===== src/rtl/gpsdc_trip_acc.sv =====
// GPS distance trip accumulator.
// Sums accepted segment distances per trip, tracks the largest segment and
// its index, and counts rejected (glitch) segments. Samples that arrive while
// a report is pending are held in a 2-entry buffer and replayed into the next
// trip once the report is acknowledged.
module gpsdc_trip_acc #(
  parameter logic [39:0] JUMP_TH = 40'hFF_FFFF_FFFF,
  parameter int unsigned TOT_W   = 48
) (
  input  logic             clk,
  input  logic             reset_n,
  input  logic             D_VALID,
  input  logic [39:0]      D_IN,
  input  logic             TRIP_END,
  input  logic             ACK,
  output logic             RPT_VALID,
  output logic [TOT_W-1:0] TOTAL,
  output logic [15:0]      SEG_CNT,
  output logic [39:0]      MAX_D,
  output logic [15:0]      MAX_IDX,
  output logic [7:0]       GLITCH_CNT,
  output logic             OVF
);

  typedef enum logic [1:0] {S_IDLE, S_ACC, S_REPORT} state_t;

  state_t      state, state_n;
  logic [39:0] fifo [2];
  logic [1:0]  fifo_cnt;
  logic        end_pend, end_pend_n;

  logic        smp_vld;
  logic [39:0] smp;
  logic        pop, push, push_ok, drop, clr, close;
  logic        end_req, accepted;
  logic [TOT_W:0]   sum_ext;
  logic [TOT_W-1:0] tot_next;

  assign RPT_VALID = (state == S_REPORT);

  // Next-state, sample source selection and buffer control.
  // While the buffer holds entries, its head is the sample of the cycle and
  // any new D_VALID is appended behind it; a trip end is held back until the
  // last buffered entry is applied, closing on that same edge.
  always_comb begin
    state_n    = state;
    end_pend_n = end_pend;
    smp_vld    = 1'b0;
    smp        = D_IN;
    pop        = 1'b0;
    push       = 1'b0;
    clr        = 1'b0;
    close      = 1'b0;
    end_req    = 1'b0;
    accepted   = 1'b0;
    case (state)
      S_REPORT: begin
        push = D_VALID;
        if (ACK) begin
          clr     = 1'b1;
          state_n = S_IDLE;
        end
      end
      default: begin
        if (fifo_cnt != 2'd0) begin
          pop     = 1'b1;
          smp_vld = 1'b1;
          smp     = fifo[0];
          push    = D_VALID;
        end else begin
          smp_vld = D_VALID;
        end
        end_req  = TRIP_END | end_pend;
        accepted = smp_vld && (smp <= JUMP_TH);
        if (end_req) begin
          if (fifo_cnt == 2'd0 || (fifo_cnt == 2'd1 && !D_VALID))
            close = 1'b1;
          else
            end_pend_n = 1'b1;
        end
        if (close) begin
          state_n    = S_REPORT;
          end_pend_n = 1'b0;
        end else if (accepted) begin
          state_n = S_ACC;
        end
      end
    endcase
    push_ok = push && (pop || fifo_cnt != 2'd2);
    drop    = push && !pop && (fifo_cnt == 2'd2);
  end

  // Saturating total for the current sample.
  always_comb begin
    sum_ext  = {1'b0, TOTAL} + {{(TOT_W-39){1'b0}}, smp};
    tot_next = sum_ext[TOT_W] ? '1 : sum_ext[TOT_W-1:0];
  end

  // FSM state and deferred trip-end flag.
  always_ff @(posedge clk or negedge reset_n) begin
    if (!reset_n) begin
      state    <= S_IDLE;
      end_pend <= 1'b0;
    end else begin
      state    <= state_n;
      end_pend <= end_pend_n;
    end
  end

  // Pending-sample buffer; entry 0 is always the head.
  always_ff @(posedge clk or negedge reset_n) begin
    if (!reset_n) begin
      fifo[0]  <= '0;
      fifo[1]  <= '0;
      fifo_cnt <= '0;
    end else begin
      case ({pop, push_ok})
        2'b01: begin
          fifo[fifo_cnt[0]] <= D_IN;
          fifo_cnt          <= fifo_cnt + 2'd1;
        end
        2'b10: begin
          fifo[0]  <= fifo[1];
          fifo_cnt <= fifo_cnt - 2'd1;
        end
        2'b11: begin
          if (fifo_cnt == 2'd1) begin
            fifo[0] <= D_IN;
          end else begin
            fifo[0] <= fifo[1];
            fifo[1] <= D_IN;
          end
        end
        default: ;
      endcase
    end
  end

  // Trip accumulators and the sticky overflow flag.
  always_ff @(posedge clk or negedge reset_n) begin
    if (!reset_n) begin
      TOTAL      <= '0;
      SEG_CNT    <= '0;
      MAX_D      <= '0;
      MAX_IDX    <= '0;
      GLITCH_CNT <= '0;
      OVF        <= 1'b0;
    end else begin
      if (drop)
        OVF <= 1'b1;
      if (clr) begin
        TOTAL      <= '0;
        SEG_CNT    <= '0;
        MAX_D      <= '0;
        MAX_IDX    <= '0;
        GLITCH_CNT <= '0;
      end else if (smp_vld) begin
        if (smp > JUMP_TH) begin
          if (GLITCH_CNT != 8'hFF)
            GLITCH_CNT <= GLITCH_CNT + 8'd1;
        end else begin
          TOTAL <= tot_next;
          if (SEG_CNT != 16'hFFFF)
            SEG_CNT <= SEG_CNT + 16'd1;
          if (smp > MAX_D) begin
            MAX_D   <= smp;
            MAX_IDX <= SEG_CNT;
          end
        end
      end
    end
  end

endmodule

===== config.mk =====
export PLATFORM = sky130hd
export DESIGN_NAME = gpsdc_trip_acc
export DESIGN_NICKNAME = d
export VERILOG_FILES = /design/src/rtl/gpsdc_trip_acc.sv
export SDC_FILE = /design/constraint.sdc
export NUM_CORES = 1
export LEC_CHECK = 0
export BUFFER_PORTS_ARGS = -buffer_cell sky130_fd_sc_hd__buf_4
export CORE_MARGIN = 5
export CORE_UTILIZATION = 60
export DETAILED_ROUTE_END_ITERATION = 8
export PLACE_DENSITY = 0.83
export SETUP_SLACK_MARGIN = 0.1
export SLEW_MARGIN = 20
export SYNTH_ARGS = -nofsm -noshare
export SYNTH_HDL_FRONTEND = slang
export SYNTH_SLANG_ARGS = --single-unit

===== constraint.sdc =====
create_clock -name clk -period 8 [get_ports clk]
set_clock_uncertainty 0.1 [all_clocks]
set_input_delay 1.6 -clock clk [delete_from_list [all_inputs] [get_ports clk]]
set_output_delay 1.6 -clock clk [all_outputs]
set_load 0.02 [all_outputs]

; Word level (Yosys, flattened, before mapping)
; Cells that the tools add are included.
[classes]
n_addsub = 5
magnitude_cmp = 5
eq_ne = 13
muxes = 50
bitwise = 3
reduce_logical = 29
[ops]
columns = op, count
row1 = 2-to-1 mux 40 bit, 10
row2 = 2-to-1 mux 48 bit, 4
row3 = 2-to-1 mux 16 bit, 8
row4 = case mux 40 bit (3 select lines), 1
row5 = bitwise mux 80 bit, 1
row6 = case mux 40 bit (2 select lines), 1
row7 = adder 48 x 40 -> 49 bit, 1
row8 = demux 40 bit (select 1 bit), 1
row9 = > comparator 40 bit, 1
row10 = > comparator 40 bit (second input constant), 1
row11 = <= comparator 40 bit (second input constant), 1
row12 = 2-to-1 mux 8 bit, 4
row13 = nonzero test 2 bit, 9
row14 = adder 16 x 1 -> 16 bit (second input constant), 1
row15 = inequality test 16 bit (second input constant), 1
row16 = 2-to-1 mux 1 bit, 15
row17 = AND reduction 3 bit, 4
row18 = adder 8 x 1 -> 8 bit (second input constant), 1
row19 = == test 2 bit (second input constant), 4
row20 = 2-to-1 mux 2 bit, 4
row21 = inequality test 2 bit (second input constant), 4
row22 = inequality test 8 bit (second input constant), 1
row23 = logical AND 1 bit, 6
row24 = AND reduction 2 bit, 3
row25 = 14 further kinds, 18
[totals]
regBits = 214
input_bits = 45
output_inout_bits = 130
word_cells = 116

; Longest topological paths before layout
[depth]
ltp_word = 9
depth_mapped = 21
mapped_depth_nobuf = 17

; Worst setup path after synthesis
; No wires, ideal clock.
[synth_timing]
path_type = input port to flip-flop
start = in D_IN[0]
end = reg TOTAL[44]
setup_ps = 81
arrival_time_ps = 4356
required_time_ps = 7819
path_slack_ps = 3464
path_stages = 15
n_path_buf = 1
cell_sequence = mux2i_1 -> inv_1 -> ha_1 -> inv_1 -> fa_1 -> nand2b_1 -> a21o_1 -> a211o_1 -> a211oi_2 -> nor3_2 -> o41a_4 -> nor2_4 -> buf_6 -> and4b_1 -> nor3_2
[synth_between]
elab_chain_cells = 8
elab_cells_between_ends = 11
[synth_lines]
columns = item, line_no
row1 = from (decl), 13  ; input logic [39:0] D_IN,
row2 = 2-to-1 mux 40 bit, 65  ; if (fifo_cnt != 2'd0) begin
row3 = 2-to-1 mux 40 bit, 56  ; case (state)
row4 = 2-to-1 mux 40 bit (*), 56
row5 = adder 48 x 40 -> 49 bit, 95  ; sum_ext = {1'b0, TOTAL} + {{(TOT_W-39){1'b0}}, smp};
row6 = 2-to-1 mux 48 bit, 96  ; tot_next = sum_ext[TOT_W] ? '1 : sum_ext[TOT_W-1:0];
row7 = 2-to-1 mux 48 bit, 158  ; if (smp > JUMP_TH) begin
row8 = 2-to-1 mux 48 bit, 157  ; end else if (smp_vld) begin
row9 = 2-to-1 mux 48 bit, 151  ; if (clr) begin
row10 = to (signal assigned), 162  ; TOTAL <= tot_next;
row11 = to (decl), 17  ; output logic [TOT_W-1:0] TOTAL,
; Mark *: on every way between the ends. The rest lies on a longest branch, timed or not. The select of a mux whose other input is x is not followed.
; A chain may end at the register's enable or synchronous reset.

; Worst setup path in the final report
[layout_timing]
start = reg state[1]
end = reg TOTAL[43]
[layout_between]
elab_chain_cells = 7
elab_cells_between_ends = 13
[layout_lines]
columns = item, line_no
row1 = from (decl), 27  ; state_t state, state_n;
row2 = from (signal assigned), 105  ; state <= state_n;
row3 = == test 2 bit (*), 56
row4 = 2-to-1 mux 40 bit, 56
row5 = adder 48 x 40 -> 49 bit, 95
row6 = 2-to-1 mux 48 bit, 96
row7 = 2-to-1 mux 48 bit, 158
row8 = 2-to-1 mux 48 bit, 157
row9 = 2-to-1 mux 48 bit, 151
; Marked as above.

==> flow_metrics.py <==
metrics = {
    "clock_network": {
        "clk_pin_slew_ns": 0.06,
        "htreeDepth": 1,
        "ctsResizeCount": 0,
        "root_buffer": "clkbuf_16",
        "cts_hold_buffers": 0,
        "clock_path_buffers": 3,
        "clock_sinks": 214,
        "postCtsSetupBuffers": 0,
        "clk_latency_ns": 0.52,
        "numCtsBuffers": 24,
        "cts_tree": "built",
    },
    "global_route": {
        "grt_pass1_vias": 10950,
        "grt_max_degree": 78,
        "grtUsageTotal_pct": 27.38,
        "antenna_found_initial": 0,
        "grt_pass1_wl_mm": 54.77,
        "grt_overflow_total": 0,
    },
    "cells_and_area": {
        "area_growth_pct": 18.70,
        "final_common_cell": "dfrtp_1",
        "insertedDiodeCount": 0,
        "regArea_sq_um": 5355,
        "fillers": 1486,
        "design_area_sq_um": 15030,
        "final_cell_mix": "214 x dfrtp_1, 184 x buf_4, 143 x nand2_1",
        "drive_gt1_share_pct": 24.81,
        "multi_input_area_sq_um": 6843,
        "nets": 1597,
    },
    "synthesis": {
        "synth_cell_types": 62,
        "ys_seq_elements": 214,
        "syn_nets": 1453,
        "ys.flop_type": "dfrtp_1",
        "synthCells": 1323,
        "synthArstFlopShare_pct": 100.0,
        "avgSynthCellArea_sq_um": 9.568,
        "ys_seq_area_share_pct": 42.31,
        "synth_edf_count": 0,
        "syn-cell-area_sq_um": 12660,
        "ys_warn_count": 0,
    },
    "die": {
        "die_y_um": 155.3,
        "dieArea_sq_um": 24100,
        "initial_utilization_pct": 60.60,
        "core_area_sq_um": 20890,
        "io_pins": 175,
        "die_x_um": 155.3,
        "rows": 53,
    },
    "worst_hold_path": {
        "worst_hold_path_type": "register to register",
        "hp-start": "fifo[65]",
    },
    "timing": {
        "fin_crit_ns": 5.322,
        "worst_pin_slew_ns": 1.011,
        "fin_tns_setup_ns": 0,
        "finalHoldViolations": 0,
        "max_clock_freq_mhz": 187.9,
        "report.final.slew_viol_count": 0,
        "grt_setup_unrepaired": "no",
        "finalSetupViolCount": 0,
        "slew_headroom_pct": 32.33,
        "post-route-period-util_pct": 66.53,
    },
    "worst_setup_path": {
        "slowest_delay_ns": 0.57,
        "critPathLaunch": "state[1]",
        "critical_path_class": "register to register",
        "end_kind": "register",
        "slowest_stage": "nor2_4",
        "path_cells": "nand2b_1 > inv_1 > nor2_4 > buf_4 > mux2i_1 > inv_1 > ha_1 > inv_1 > fa_1 > nand2b_1 > a21o_1 > a211o_1 > a211oi_2 > nor3_2 > o41a_4 > nor2_4 > nor2_2 > a211oi_1",
        "path_common_cell": "inv_1",
        "r2r-start": "state[1]",
        "path_buf_inv": 4,
        "worstPathArrival_ns": 5.65,
        "critPathRequiredTime_ns": 8.33,
        "cp-start-kind": "register",
        "path_delay_family": "compound AO/OA/AOI/OAI gates",
        "worstPathMaxFanout": 29,
    },
    "routing": {
        "drtIter0Drc": 841,
        "first_pass_iters": 5,
        "drc": 0,
        "wire_per_inst_um": 18.75,
        "wirelength_mm": 32.96,
        "via_count": 10630,
        "via_per_inst": 6.047,
        "postRouteAntennaNets": 0,
    },
    "run_status": {
        "status": "completed",
    },
    "placement": {
        "place_congestion": 0.9442,
        "placement.cell_area_sq_um": 14220,
        "port-buffer-count": 174,
        "hpwlAfterDp_mm": 23.07,
    },
    "run": {
        "maxCapViolations": 0,
    },
}
==> routing by layer <==
layer / track usage [%] / wire [um] / up-vias
met5: 0 / 0 / -
li1: - / - / 4972
met3: 6.287 / 2612 / 110
met4: 10.63 / 1418 / 0
met1: 35.34 / 13390 / 5120
met2: 45.12 / 15540 / 428
==> layout make-up <==
| class | count | share of cell area (%) |
|---|---|---|
| well taps | 275 | 2.290 |
| multi-input cells | 973 | 45.54 |
| repair buffers | 186 | 9.468 |
| flip-flops and latches | 214 | 35.64 |
| inverters | 68 | 1.699 |
| clock inverters | 12 | 1.016 |
| clock buffers | 30 | 4.347 |
==> per-stage QoR <==
stage | hold slack, ns | worst slack, ns | instances | utilization (%)
6_report | 0.3802 | 2.678 | 1758 | 71.93
5_1_grt | 0.4009 | 2.361 | 1758 | 71.93
4_1_cts | 0.3794 | 2.740 | 1758 | 71.93
3_5_place_dp | 0.3659 | 2.660 | 1716 | 68.07
3_3_place_gp | 0.3572 | 2.753 | 1715 | 67.94
2_1_floorplan | 0.3444 | 3.464 | 1323 | -
==> tightest hold or removal path, stage by stage (launching register included) <==
cell and delay (ns):
dfrtp_1 0.34, nand2_1 0.04, o21ai_0 0.06
==> state kept, by name (all words and copies together) (netlist names) <==
register and cells:
OVF 1, fifo 80, TOTAL 48, state 2, SEG_CNT 16, GLITCH_CNT 8
MAX_D 40, end_pend 1, MAX_IDX 16, fifo_cnt 2
==> Yosys cell counts (3+ instances only) <==
| cell type | instances | share of area, % |
|---|---|---|
| buf_1 | 3 | 0.089 |
| a31oi_1 | 13 | 0.64 |
| a221o_1 | 4 | 0.32 |
| inv_1 | 68 | 2.0 |
| and2_1 | 18 | 0.89 |
| a22oi_1 | 40 | 2.4 |
| nand2_1 | 144 | 4.3 |
| clkbuf_1 | 54 | 1.6 |
| a211oi_1 | 6 | 0.36 |
| or2_2 | 4 | 0.20 |
| o211ai_1 | 3 | 0.18 |
| a21oi_1 | 82 | 3.2 |
| or3_1 | 8 | 0.40 |
| a211o_1 | 3 | 0.21 |
| nand4_1 | 22 | 1.1 |
| a311oi_1 | 3 | 0.21 |
| nor2b_1 | 8 | 0.40 |
| xnor2_1 | 30 | 2.1 |
| nand3_1 | 26 | 1.0 |
| mux2_2 | 117 | 10 |
| o21bai_1 | 3 | 0.18 |
| a21o_1 | 36 | 2.1 |
| ha_1 | 84 | 8.3 |
| nor2_1 | 105 | 3.1 |
| nand2b_1 | 9 | 0.44 |
| nor3_2 | 3 | 0.24 |
| o21a_1 | 7 | 0.42 |
| nor3_1 | 20 | 0.79 |
| buf_2 | 9 | 0.36 |
| o31ai_1 | 5 | 0.30 |
| mux2i_1 | 25 | 2.0 |
| o21ai_0 | 95 | 3.8 |
| dfrtp_1 | 214 | 42 |
| and3_1 | 5 | 0.25 |
| xor2_1 | 14 | 0.97 |
| and4_1 | 3 | 0.21 |
==> cells by family (layout without fill, tap and decap cells) <==
kind of cell    count (synthesis)  in the layout  synth area share, %
mux                           142            142                12.39
fa+ha+maj                      85             85                8.461
flops                         214            214                42.31
buf+inv                       136            296                4.211
simple gates                  385            385                13.94
xor+xnor                       44             44                3.044
compound gates                317            317                15.66
==> worst paths after layout <==
| kind | end | slack [ns] | cells after the start |
|---|---|---|---|
| worst min register to register | fifo[65] | 0.38 | 2 |
| min in group asynchronous | fifo[55] | 1.00 | 1 |
| worst max-delay path | TOTAL[43] | 2.68 | 18 |
| max in group asynchronous | fifo[61] | 5.39 | 2 |
| worst min-delay path | fifo[65] | 0.38 | 2 |
| worst max register to register | TOTAL[43] | 2.68 | 18 |
Power is not shown: default switching activity piles up to over one toggle a cycle in this logic, so the estimate is an artifact.
